**config.mk**
```make
export PLATFORM = sky130hd
export DESIGN_NAME = tape_structure_writer_flat
export DESIGN_NICKNAME = d
export VERILOG_FILES = /design/src/rtl/tape_structure_writer_pkg.sv /design/src/rtl/tape_structure_writer_if.sv /design/src/rtl/tape_structure_writer_open_index_stack.sv /design/src/rtl/tape_structure_writer.sv /design/src/flat_wrapper.sv
export SDC_FILE = /design/constraint.sdc
export NUM_CORES = 1
export LEC_CHECK = 0
export ABC_AREA = 1
export BUFFER_PORTS_ARGS = -buffer_cell sky130_fd_sc_hd__buf_2
export CAP_MARGIN = 0
export CORE_MARGIN = 2
export CORE_UTILIZATION = 60
export CTS_BUF_LIST = sky130_fd_sc_hd__clkbuf_4 sky130_fd_sc_hd__clkbuf_8 sky130_fd_sc_hd__clkbuf_16
export CTS_CLUSTER_SIZE = 10
export DETAILED_ROUTE_END_ITERATION = 12
export PLACE_DENSITY = 0.9
export SKIP_LAST_GASP = 1
export SYNTH_ARGS = -nofsm -noshare
export SYNTH_HDL_FRONTEND = slang
export SYNTH_SLANG_ARGS = --single-unit
```
**constraint.sdc**
```tcl
create_clock -name clk -period 3.6 [get_ports clk]
set_input_delay 0.72 -clock clk [delete_from_list [all_inputs] [get_ports clk]]
set_output_delay 0.72 -clock clk [all_outputs]
set_load 0.02 [all_outputs]
```
**src/rtl/tape_structure_writer_pkg.sv**
```systemverilog
// Shared types for the structure tape writer: tape element layout, error codes,
// open-index stack entries, writer states and prefix helpers.
// Purely declarative; no logic or timing of its own.
package tape_structure_writer_pkg;

    localparam int TAPE_IDX_W = 8;
    localparam int TAPE_DEPTH = 2 ** TAPE_IDX_W;

    typedef logic [TAPE_IDX_W-1:0] tape_index_t;

    // Highest index; a body element landing here would leave no room for the closing root.
    localparam tape_index_t TAPE_LAST_IDX = tape_index_t'(TAPE_DEPTH - 1);

    localparam logic [7:0] PFX_ROOT      = 8'h72;  // 'r'
    localparam logic [7:0] PFX_OPEN_OBJ  = 8'h7B;  // '{'
    localparam logic [7:0] PFX_CLOSE_OBJ = 8'h7D;  // '}'
    localparam logic [7:0] PFX_OPEN_ARR  = 8'h5B;  // '['
    localparam logic [7:0] PFX_CLOSE_ARR = 8'h5D;  // ']'

    typedef struct packed {
        logic [7:0]  prefix;
        logic [55:0] payload;
    } tape_elem_t;

    typedef enum logic [2:0] {
        TWE_NONE      = 3'd0,
        TWE_OVERFLOW  = 3'd1,
        TWE_UNDERFLOW = 3'd2,
        TWE_MISMATCH  = 3'd3,
        TWE_TAPE_FULL = 3'd4,
        TWE_UNCLOSED  = 3'd5
    } tape_write_error_e;

    typedef struct packed {
        tape_index_t idx;
        logic        is_array;
    } stack_entry_t;

    typedef enum logic [2:0] {
        S_IDLE, S_ROOT_OPEN, S_RUN, S_PATCH, S_ROOT_CLOSE, S_ROOT_PATCH, S_DONE
    } writer_state_e;

    function automatic logic is_open(input logic [7:0] prefix);
        return (prefix == PFX_OPEN_OBJ) || (prefix == PFX_OPEN_ARR);
    endfunction

    function automatic logic is_close(input logic [7:0] prefix);
        return (prefix == PFX_CLOSE_OBJ) || (prefix == PFX_CLOSE_ARR);
    endfunction

    function automatic logic [7:0] open_prefix(input logic is_array);
        return is_array ? PFX_OPEN_ARR : PFX_OPEN_OBJ;
    endfunction

    // Builds an element whose payload is a zero-extended tape index.
    function automatic tape_elem_t mk_elem(input logic [7:0] prefix, input tape_index_t idx);
        tape_elem_t e;
        e.prefix  = prefix;
        e.payload = 56'(idx);
        return e;
    endfunction

endpackage

```
**src/rtl/tape_structure_writer_if.sv**
```systemverilog
// Element input handshake, document control and tape RAM write port of the writer.
// Wires only; the writer registers every write-port output.
// inReady gates element acceptance; upstream holds inElement while stalled.
interface tape_structure_writer_if;
    logic                                  start;
    logic                                  inValid;
    logic                                  inReady;
    logic                                  inLast;
    logic [63:0]                           inElement;
    logic                                  tapeWe;
    tape_structure_writer_pkg::tape_index_t tapeAddr;
    logic [63:0]                           tapeData;
    tape_structure_writer_pkg::tape_index_t tapeLength;
    logic                                  done;
    logic [2:0]                            error;

    modport slave (
        input  start, inValid, inLast, inElement,
        output inReady, tapeWe, tapeAddr, tapeData, tapeLength, done, error
    );

    modport master (
        output start, inValid, inLast, inElement,
        input  inReady, tapeWe, tapeAddr, tapeData, tapeLength, done, error
    );
endinterface

```
**src/rtl/tape_structure_writer_open_index_stack.sv**
```systemverilog
// LIFO of tape indices of currently open containers, with their container kind.
// Push/pop take effect at the next clock edge; top/full/empty reflect the current contents.
// No backpressure: caller checks full/empty before pushing or popping.
module tape_structure_writer_open_index_stack
    import tape_structure_writer_pkg::*;
#(
    parameter int MAX_DEPTH = 32
) (
    input  logic         clk,
    input  logic         rstN,
    input  logic         clear,
    input  logic         push,
    input  logic         pop,
    input  stack_entry_t push_entry,
    output stack_entry_t top,
    output logic         full,
    output logic         empty
);
    localparam int AW = (MAX_DEPTH > 1) ? $clog2(MAX_DEPTH) : 1;
    localparam int PW = $clog2(MAX_DEPTH + 1);

    logic [PW-1:0] sp_q, sp_d, sp_m1;
    stack_entry_t  mem_q [MAX_DEPTH];

    // Stack pointer update; clear wins, push and pop never coincide.
    always_comb begin
        sp_d = sp_q;
        if (clear) begin
            sp_d = '0;
        end else if (push) begin
            sp_d = sp_q + PW'(1);
        end else if (pop) begin
            sp_d = sp_q - PW'(1);
        end
    end

    // Stack pointer register.
    always_ff @(posedge clk or negedge rstN) begin
        if (!rstN) begin
            sp_q <= '0;
        end else begin
            sp_q <= sp_d;
        end
    end

    // Entry storage; contents beyond the pointer are don't-care so no reset.
    always_ff @(posedge clk) begin
        if (push) begin
            mem_q[sp_q[AW-1:0]] <= push_entry;
        end
    end

    assign sp_m1 = sp_q - PW'(1);
    assign top   = mem_q[sp_m1[AW-1:0]];
    assign full  = (sp_q == PW'(MAX_DEPTH));
    assign empty = (sp_q == '0);

endmodule

```
**src/rtl/tape_structure_writer.sv**
```systemverilog
// Writes the structure element stream to the tape RAM, adds roots, back-patches open elements.
// Latency: a write decided in cycle t is on the RAM port in cycle t+1.
// Backpressure: inReady drops for the patch cycle after each close and outside RUN or after an error.
module tape_structure_writer
    import tape_structure_writer_pkg::*;
#(
    parameter int MAX_DEPTH = 32
) (
    input  logic                    clk,
    input  logic                    rstN,
    tape_structure_writer_if.slave  bus
);
    writer_state_e     state_q, state_d;
    tape_index_t       idx_q, idx_d;
    tape_index_t       patch_idx_q, patch_idx_d;
    tape_index_t       len_q, len_d;
    tape_index_t       addr_q, addr_d;
    logic              patch_arr_q, patch_arr_d;
    logic              last_q, last_d;
    logic              we_q, we_d;
    tape_elem_t        data_q, data_d;
    tape_write_error_e err_q, err_d;

    tape_elem_t   elem;
    logic         accept, elem_open;
    logic         stk_push, stk_pop, stk_clear, stk_full, stk_empty;
    stack_entry_t stk_top, push_entry;

    assign elem                = bus.inElement;
    assign elem_open           = is_open(elem.prefix);
    assign bus.inReady         = (state_q == S_RUN) && (err_q == TWE_NONE);
    assign accept              = bus.inValid && bus.inReady;
    assign push_entry.idx      = idx_q;
    assign push_entry.is_array = (elem.prefix == PFX_OPEN_ARR);

    tape_structure_writer_open_index_stack #(.MAX_DEPTH(MAX_DEPTH)) u_stack (
        .clk        (clk),
        .rstN       (rstN),
        .clear      (stk_clear),
        .push       (stk_push),
        .pop        (stk_pop),
        .push_entry (push_entry),
        .top        (stk_top),
        .full       (stk_full),
        .empty      (stk_empty)
    );

    // Document sequencing: next state, next write and error detection.
    always_comb begin
        state_d     = state_q;
        idx_d       = idx_q;
        err_d       = err_q;
        last_d      = last_q;
        patch_idx_d = patch_idx_q;
        patch_arr_d = patch_arr_q;
        len_d       = len_q;
        we_d        = 1'b0;
        addr_d      = addr_q;
        data_d      = data_q;
        stk_push    = 1'b0;
        stk_pop     = 1'b0;
        stk_clear   = 1'b0;
        unique case (state_q)
            S_IDLE, S_DONE: begin
                if (bus.start) begin
                    state_d   = S_ROOT_OPEN;
                    idx_d     = '0;
                    err_d     = TWE_NONE;
                    last_d    = 1'b0;
                    stk_clear = 1'b1;
                end
            end
            S_ROOT_OPEN: begin
                we_d    = 1'b1;
                addr_d  = '0;
                data_d  = mk_elem(PFX_ROOT, '0);
                idx_d   = tape_index_t'(1);
                state_d = S_RUN;
            end
            S_RUN: begin
                if (accept) begin
                    if (is_close(elem.prefix)) begin
                        if (stk_empty) begin
                            err_d   = TWE_UNDERFLOW;
                            state_d = S_DONE;
                        end else if (stk_top.is_array != (elem.prefix == PFX_CLOSE_ARR)) begin
                            err_d   = TWE_MISMATCH;
                            state_d = S_DONE;
                        end else if (idx_q == TAPE_LAST_IDX) begin
                            err_d   = TWE_TAPE_FULL;
                            state_d = S_DONE;
                        end else begin
                            stk_pop     = 1'b1;
                            we_d        = 1'b1;
                            addr_d      = idx_q;
                            data_d      = mk_elem(elem.prefix, stk_top.idx);
                            idx_d       = idx_q + tape_index_t'(1);
                            patch_idx_d = stk_top.idx;
                            patch_arr_d = stk_top.is_array;
                            last_d      = bus.inLast;
                            state_d     = S_PATCH;
                        end
                    end else if (elem_open && stk_full) begin
                        err_d   = TWE_OVERFLOW;
                        state_d = S_DONE;
                    end else if (idx_q == TAPE_LAST_IDX) begin
                        err_d   = TWE_TAPE_FULL;
                        state_d = S_DONE;
                    end else begin
                        stk_push = elem_open;
                        we_d     = 1'b1;
                        addr_d   = idx_q;
                        data_d   = elem_open ? mk_elem(elem.prefix, '0) : elem;
                        idx_d    = idx_q + tape_index_t'(1);
                        state_d  = bus.inLast ? S_ROOT_CLOSE : S_RUN;
                    end
                end
            end
            S_PATCH: begin
                // idx_q already points one past the close, which is the patch payload.
                we_d    = 1'b1;
                addr_d  = patch_idx_q;
                data_d  = mk_elem(open_prefix(patch_arr_q), idx_q);
                state_d = last_q ? S_ROOT_CLOSE : S_RUN;
            end
            S_ROOT_CLOSE: begin
                if (!stk_empty) begin
                    err_d   = TWE_UNCLOSED;
                    state_d = S_DONE;
                end else begin
                    we_d    = 1'b1;
                    addr_d  = idx_q;
                    data_d  = mk_elem(PFX_ROOT, '0);
                    idx_d   = idx_q + tape_index_t'(1);
                    state_d = S_ROOT_PATCH;
                end
            end
            S_ROOT_PATCH: begin
                we_d    = 1'b1;
                addr_d  = '0;
                data_d  = mk_elem(PFX_ROOT, idx_q - tape_index_t'(1));
                len_d   = idx_q;
                state_d = S_DONE;
            end
            default: state_d = S_IDLE;
        endcase
    end

    // State, bookkeeping and registered write port.
    always_ff @(posedge clk or negedge rstN) begin
        if (!rstN) begin
            state_q     <= S_IDLE;
            idx_q       <= '0;
            err_q       <= TWE_NONE;
            last_q      <= 1'b0;
            patch_idx_q <= '0;
            patch_arr_q <= 1'b0;
            len_q       <= '0;
            we_q        <= 1'b0;
            addr_q      <= '0;
            data_q      <= '0;
        end else begin
            state_q     <= state_d;
            idx_q       <= idx_d;
            err_q       <= err_d;
            last_q      <= last_d;
            patch_idx_q <= patch_idx_d;
            patch_arr_q <= patch_arr_d;
            len_q       <= len_d;
            we_q        <= we_d;
            addr_q      <= addr_d;
            data_q      <= data_d;
        end
    end

    assign bus.tapeWe     = we_q;
    assign bus.tapeAddr   = addr_q;
    assign bus.tapeData   = data_q;
    assign bus.tapeLength = len_q;
    assign bus.done       = (state_q == S_DONE);
    assign bus.error      = err_q;

endmodule

```
**src/flat_wrapper.sv**
```systemverilog
// flat-port wrapper written by rule: the top's interface ports become plain ports
module tape_structure_writer_flat import tape_structure_writer_pkg::*;
#(
    parameter int MAX_DEPTH = 32
)
  (clk, rstN, bus_start, bus_inValid, bus_inLast, bus_inElement, bus_inReady, bus_tapeWe, bus_tapeAddr, bus_tapeData, bus_tapeLength, bus_done, bus_error);
  tape_structure_writer_if bus_i ();
  input  logic clk;
  input  logic rstN;
  input wire logic [$bits(bus_i.start)-1:0] bus_start;
  input wire logic [$bits(bus_i.inValid)-1:0] bus_inValid;
  input wire logic [$bits(bus_i.inLast)-1:0] bus_inLast;
  input wire logic [$bits(bus_i.inElement)-1:0] bus_inElement;
  output wire logic [$bits(bus_i.inReady)-1:0] bus_inReady;
  output wire logic [$bits(bus_i.tapeWe)-1:0] bus_tapeWe;
  output wire logic [$bits(bus_i.tapeAddr)-1:0] bus_tapeAddr;
  output wire logic [$bits(bus_i.tapeData)-1:0] bus_tapeData;
  output wire logic [$bits(bus_i.tapeLength)-1:0] bus_tapeLength;
  output wire logic [$bits(bus_i.done)-1:0] bus_done;
  output wire logic [$bits(bus_i.error)-1:0] bus_error;
  assign bus_i.start = bus_start;
  assign bus_i.inValid = bus_inValid;
  assign bus_i.inLast = bus_inLast;
  assign bus_i.inElement = bus_inElement;
  assign bus_inReady = bus_i.inReady;
  assign bus_tapeWe = bus_i.tapeWe;
  assign bus_tapeAddr = bus_i.tapeAddr;
  assign bus_tapeData = bus_i.tapeData;
  assign bus_tapeLength = bus_i.tapeLength;
  assign bus_done = bus_i.done;
  assign bus_error = bus_i.error;
  tape_structure_writer #(.MAX_DEPTH(MAX_DEPTH)) u_core (.clk(clk), .rstN(rstN), .bus(bus_i));
endmodule
```
# Word-level counts from Yosys, hierarchy flattened
# Memory sizes are Yosys's and may differ from the RTL's.
# Cells that the tools add are included.
# word_totals
mem_bits_rw	288
mem_count	1
register_bits	111
wordCells	149
out_inout_bits	86
input_bits	69
# memory_table
name	depth	width	rd	rd_ports_with_merged_regs	wr	line	source
u_core.u_stack.mem_q	32	9	1	0	1	tape_structure_writer_open_index_stack.sv:23	stack_entry_t mem_q [MAX_DEPTH];
# op_classes
n_addsub	4
bitwise_logic	3
muxes	79
reduce_logical	24
n_eq_ne	26
# op_table
operator	n
$mux W64	8
$pmux W64 S5	1
$mux W8	15
$pmux W8 S4	2
$mux W56	1
$mux W3	18
$eq A8 B7 Y1 const B	4
$mux W1	25
$mux W6	4
$pmux W3 S6	1
$reduce_and A7 Y1	2
$ne A2 B2 Y1 const B	6
$ne A3 B3 Y1 const B	4
$reduce_and A6 Y1	2
$eq A3 B3 Y1 const B	3
$pmux W3 S3	1
$add A8 B1 Y8 const B	1
$eq A8 B8 Y1 const B	1
$reduce_and A8 Y1	1
$reduce_bool A4 Y1	2
$sub A8 B1 Y8 const B	1
$add A6 B1 Y6 const B	1
$eq A3 B2 Y1 const B	2
$eq A6 B6 Y1 const B	1
20 further kinds	29

# Depth between registers and ports, before layout
# An unclocked memory read counts as a cell.
# logic_depth
word_depth	11
depth_mapped	20
mapped_depth_nobuf	17

# Modules after synthesis
# Synthesis repeated with hierarchy kept, for this count alone.
# hier_totals
cells_unflattened	2074
area_unflattened_um2	18466.5
# modules_own_cells
module	n_inst	cells_each	seq_area_each_um2	area_per_inst_um2
tape_structure_writer_open_index_stack	1	1304	8798.4	13006.2
tape_structure_writer	1	770	2627.5	5460.2

# Least setup slack after synthesis
# Ideal clock, no wire load.
# synth_timing
path_kind	register -> register
start	reg u_core.u_stack.sp_q[0]
end	mem u_core.u_stack.mem_q[16][0] in the netlist's numbering, enable pin
setup_time_ns	0.387
synth_period_minus_slack_ns	2.936
slack_ns	0.664
n_path_buf	4
required_ns	3.213
arrival_time_ns	2.550
stages_incl_launch_ff	12
cell_sequence	dfrtp_1 inv_2 buf_2 buf_2 buf_2 ha_1 nand4_1 inv_1 nor3_1 nand2_1 buf_2 nor3_1
# synth_via
elab_chain_len	8
# synth_rtl
item	line	source
start, declared	tape_structure_writer_open_index_stack.sv:22	logic [PW-1:0] sp_q, sp_d, sp_m1;
start signal, assigned	tape_structure_writer_open_index_stack.sv:42	sp_q <= sp_d;
$eq A6 B6 Y1	tape_structure_writer_open_index_stack.sv:55	assign full = (sp_q == PW'(MAX_DEPTH));
$logic_and A1 B1 Y1	tape_structure_writer.sv:103	end else if (elem_open && stk_full) begin
$mux W1	tape_structure_writer.sv:103	
$mux W1	tape_structure_writer.sv:82	if (is_close(elem.prefix)) begin
$mux W1	tape_structure_writer.sv:81	if (accept) begin
$mux W1	tape_structure_writer.sv:63	unique case (state_q)
$mux W1	tape_structure_writer_open_index_stack.sv:48	if (push) begin
$mux W1 (implied by the code)	tape_structure_writer_open_index_stack.sv:49	mem_q[sp_q[AW-1:0]] <= push_entry;
end, declared	tape_structure_writer_open_index_stack.sv:23	
# Several ways; a longest one is shown, not always the timed one.

# Worst setup path after layout
# layout_timing
start	reg u_core.u_stack.sp_q[0]
end	reg u_core.idx_q[2]
# layout_via
elab_chain_len	5
elab_cells_between_ends	11
cone_classes	add/sub (1); eq/ne (6); reduce/logical (3); memory (1)
# layout_rtl
item	line	source
$sub A6 B1 Y6	tape_structure_writer_open_index_stack.sv:53	assign sp_m1 = sp_q - PW'(1);
$mem_v2 Z32 W9	n/a	
$ne A1 B1 Y1	tape_structure_writer.sv:86	end else if (stk_top.is_array != (elem.prefix == PFX_CLOSE_ARR)) begin
$ne A3 B3 Y1 (no source line)	n/a	
$reduce_and A7 Y1 (no source line) *	n/a	
end signal, assigned	tape_structure_writer.sv:164	idx_q <= idx_d;
end, declared	tape_structure_writer.sv:14	tape_index_t idx_q, idx_d;
# Every way passes the cells marked *; elsewhere a longest branch is shown, timed or not.
# A chain may end at the register's enable or synchronous reset.

==> impl_results.md <==
* Worst-path clk slew at 60 ps
* Outcome: complete, no violations
* CP Class: reg -> reg
* Post-Syn Area at 0.0180 mm²
* Yosys warns at 0
* Clock Latency Late Sink at 560 ps
* Row count at 63
* IO Count at 155
* Smallest hold slack at between 150 and 200 ps
* MaxCap Viol Count at 0
* Worst Path Arrival at 3870 ps
* Core area at approximately 0.030 mm²
* Clk_skew at 25.9 ps
* Yosys cell types at 43
* Antenna Nets Post-Route at 0
* CTS resizes at 0
* Max rail drop VDD at 0.000447 V
* Drt pass-1 iters at 10
* Drt initial violations at 2336
* Transition time of the tightest slew-check pin at between 900 and 1000 ps
* Post-route clock period utilization at between 90 and 100%
* # hold bufs at CTS at 0
* Commonest non-fill, non-tap cells in the layout: 603 x nand2_1, 288 x edfxtp_1, 283 x nand3_1, 153 x buf_2, 118 x nor2_1
* Overflow after GRT at 0
* Static leakage at 9.20 nW
* Die Footprint at 0.0313 mm²
* Most common cell after layout, fill and taps aside: nand2_1
* Pin count of the biggest net entering global routing at 150
* Routability cong. at 0.950
* Setup Buffers After CTS at 0
* Inserted Clock Buffers at 46
* Post-layout util at between 60% and 70%
* Mapped Nets at 1898
* CTS tree: yes
* Final Hold Fails at 0
* Port buffer count at 154
* Power, Total at ~15 mW
* Setup TNS at 0 ps
* Fin area at between 0.02 and 0.025 mm²
* Layout cells sized above 1 at 16.8%
* Min Clock Period, post-route at 3420 ps
* Area Overhead vs Synth at 14.9%
* Final Slew Violations at 0
* Cell Pwr Density at 722 mW/mm²
* Post-synthesis sequential area ratio at 63.6%
* All-Layer GR Usage at 31.1%
* Sink Count at ~400
* # H-tree levels at 2
* Worst min-delay path class: in -> async
* Filler Cell Count at 1952
* Final setup fails at 0
* Vias per std cell at 6.23
* CP max FO at 147
* Clock Tree Buf Depth at 3
* Placed inst area at 0.0191 mm²
* Initial Utilization at 60.8%
* Clock tree root buffer cell: clkbuf_16
* Synthesized instance count at between 1500 and 2000
* Final net count at 2054
* Final Routed Wirelength at 49800 µm
* FMAX at ~300 MHz
* CP required at 4040 ps
* Relative slew slack at 34.1%
* DR DRC count at 0
* Via Count at 15000
* Die width at 177 µm
* Vias in the first global route at 14300
* Yosys reg bits at around 400
* Post-Syn Area per Cell at 9.85 µm²
* Drt wl/cell at 20.7 µm
* Die Y at 177 µm
* First-pass GRT wire length at ~76000 µm
* Crit path capture type: register
* RSZ-0062 raised after global routing: true
* Dpl hpwl at 29600 µm
* Initial antenna violation count at 2
* Type of origin of the critical path: register
==> registers in the layout, summed over array words and instances, names as in the netlist <==
signal	count
u_core.bus.tapeLength	8
u_core.u_stack.sp_q	6
u_core.bus.tapeAddr	8
u_core.last_q	1
u_core.bus.error	3
u_core.patch_arr_q	1
u_core.bus.tapeData	64
u_core.idx_q	8
u_core.bus.tapeWe	1
u_core.u_stack.mem_q	288
u_core.state_q	3
u_core.patch_idx_q	8
==> final timing paths <==
kind	start	to	slack (ps)	cells past startpoint
setup / recovery	u_core.u_stack.sp_q[0]	u_core.idx_q[2]	180	14
hold / removal	rstN	u_core.bus.tapeData[39]	170	1
setup reg to reg	u_core.u_stack.sp_q[0]	u_core.idx_q[2]	180	14
hold reg to reg	u_core.bus.tapeAddr[7]	u_core.bus.tapeAddr[7]	470	2
max in group asynchronous	rstN	u_core.u_stack.sp_q[0]	2590	2
min in group clk	u_core.bus.tapeAddr[7]	u_core.bus.tapeAddr[7]	470	2
==> routing by layer <==
layer	up-vias	wire length (µm)	track usage, %
li1	6500	-	-
met1	7002	17600	39.6
met2	1203	24100	50.6
met3	278	5410	6.19
met4	0	2680	16.4
met5	-	0	0
==> cell type report <==
cell class	instances	area, µm²	area share [%]
inverter	102	388	1.88
antenna	1	2.50	0.0121
sequential	399	11400	55.4
clock inverter	1	8.76	0.0424
timing repair buffer	212	1270	6.16
tap	390	488	2.36
clock buffer	81	1470	7.14
multi-input combinational	1218	5580	27.0
==> kinds of logic after synthesis <==
logic type,Yosys count,synth area share [%]
buf+inv,207,5.53
fa+ha+maj,6,0.418
xor+xnor,11,0.536
simple gates,1137,27.9
compound gates,63,2.01
flops,399,63.6
==> cells in the mapped netlist <==
library cell | n | share of area [%]
a211oi_1 | 3 | 0.13
a211oi_2 | 1 | 0.070
a21oi_1 | 11 | 0.31
a21oi_4 | 1 | 0.091
a22oi_1 | 3 | 0.13
a31oi_1 | 1 | 0.035
and2_1 | 7 | 0.24
buf_1 | 14 | 0.29
buf_2 | 48 | 1.3
buf_4 | 4 | 0.17
buf_6 | 17 | 1.1
buf_8 | 1 | 0.084
clkbuf_1 | 21 | 0.44
clkinv_1 | 1 | 0.021
dfrtp_1 | 111 | 15
edfxtp_1 | 288 | 48
ha_1 | 6 | 0.42
inv_1 | 86 | 1.8
inv_2 | 14 | 0.29
inv_4 | 1 | 0.035
nand2_1 | 603 | 13
nand2_2 | 5 | 0.17
nand2_4 | 1 | 0.063
nand3_1 | 283 | 7.9
nand3_2 | 5 | 0.28
nand3_4 | 2 | 0.20
nand4_1 | 94 | 3.3
nor2_1 | 119 | 2.5
nor2_2 | 3 | 0.10
nor2_4 | 1 | 0.063
nor3_1 | 8 | 0.22
nor3_2 | 1 | 0.056
nor3_4 | 1 | 0.091
nor3b_1 | 1 | 0.042
o211a_1 | 1 | 0.056
o21ai_0 | 29 | 0.81
o21ai_1 | 11 | 0.31
o21ai_2 | 1 | 0.049
o22ai_1 | 1 | 0.035
or2_1 | 1 | 0.035
or2_2 | 2 | 0.070
xnor2_1 | 1 | 0.049
xor2_1 | 10 | 0.49
==> worst max-delay path, stage by stage (launching register included) <==
cell,delay [ps]
dfrtp_4,500
inv_4,80
buf_12,470
nand3_1,200
nand2_1,120
nand2_2,260
nand3_1,210
nand3_2,140
nand3_1,200
nand3_4,100
nand2_4,140
buf_12,310
nand3_2,230
nand2_1,110
nand2_1,70
==> through the flow <==
step                      instances  setup slack (ps)
after global routing           2404             -3.80
final                          2404               175
after CTS                      2402              84.3
after detailed placement       2320               147
after global placement         2320               303
after floorplan                1823               664
==> power by group <==
part           switching (mW)  internal [mW]
combinational            3.43           1.20
clock                    1.77           2.76
sequential              0.316           5.42
total                    5.51           9.38
No activity file was read; power rests on OpenSTA's default activity.
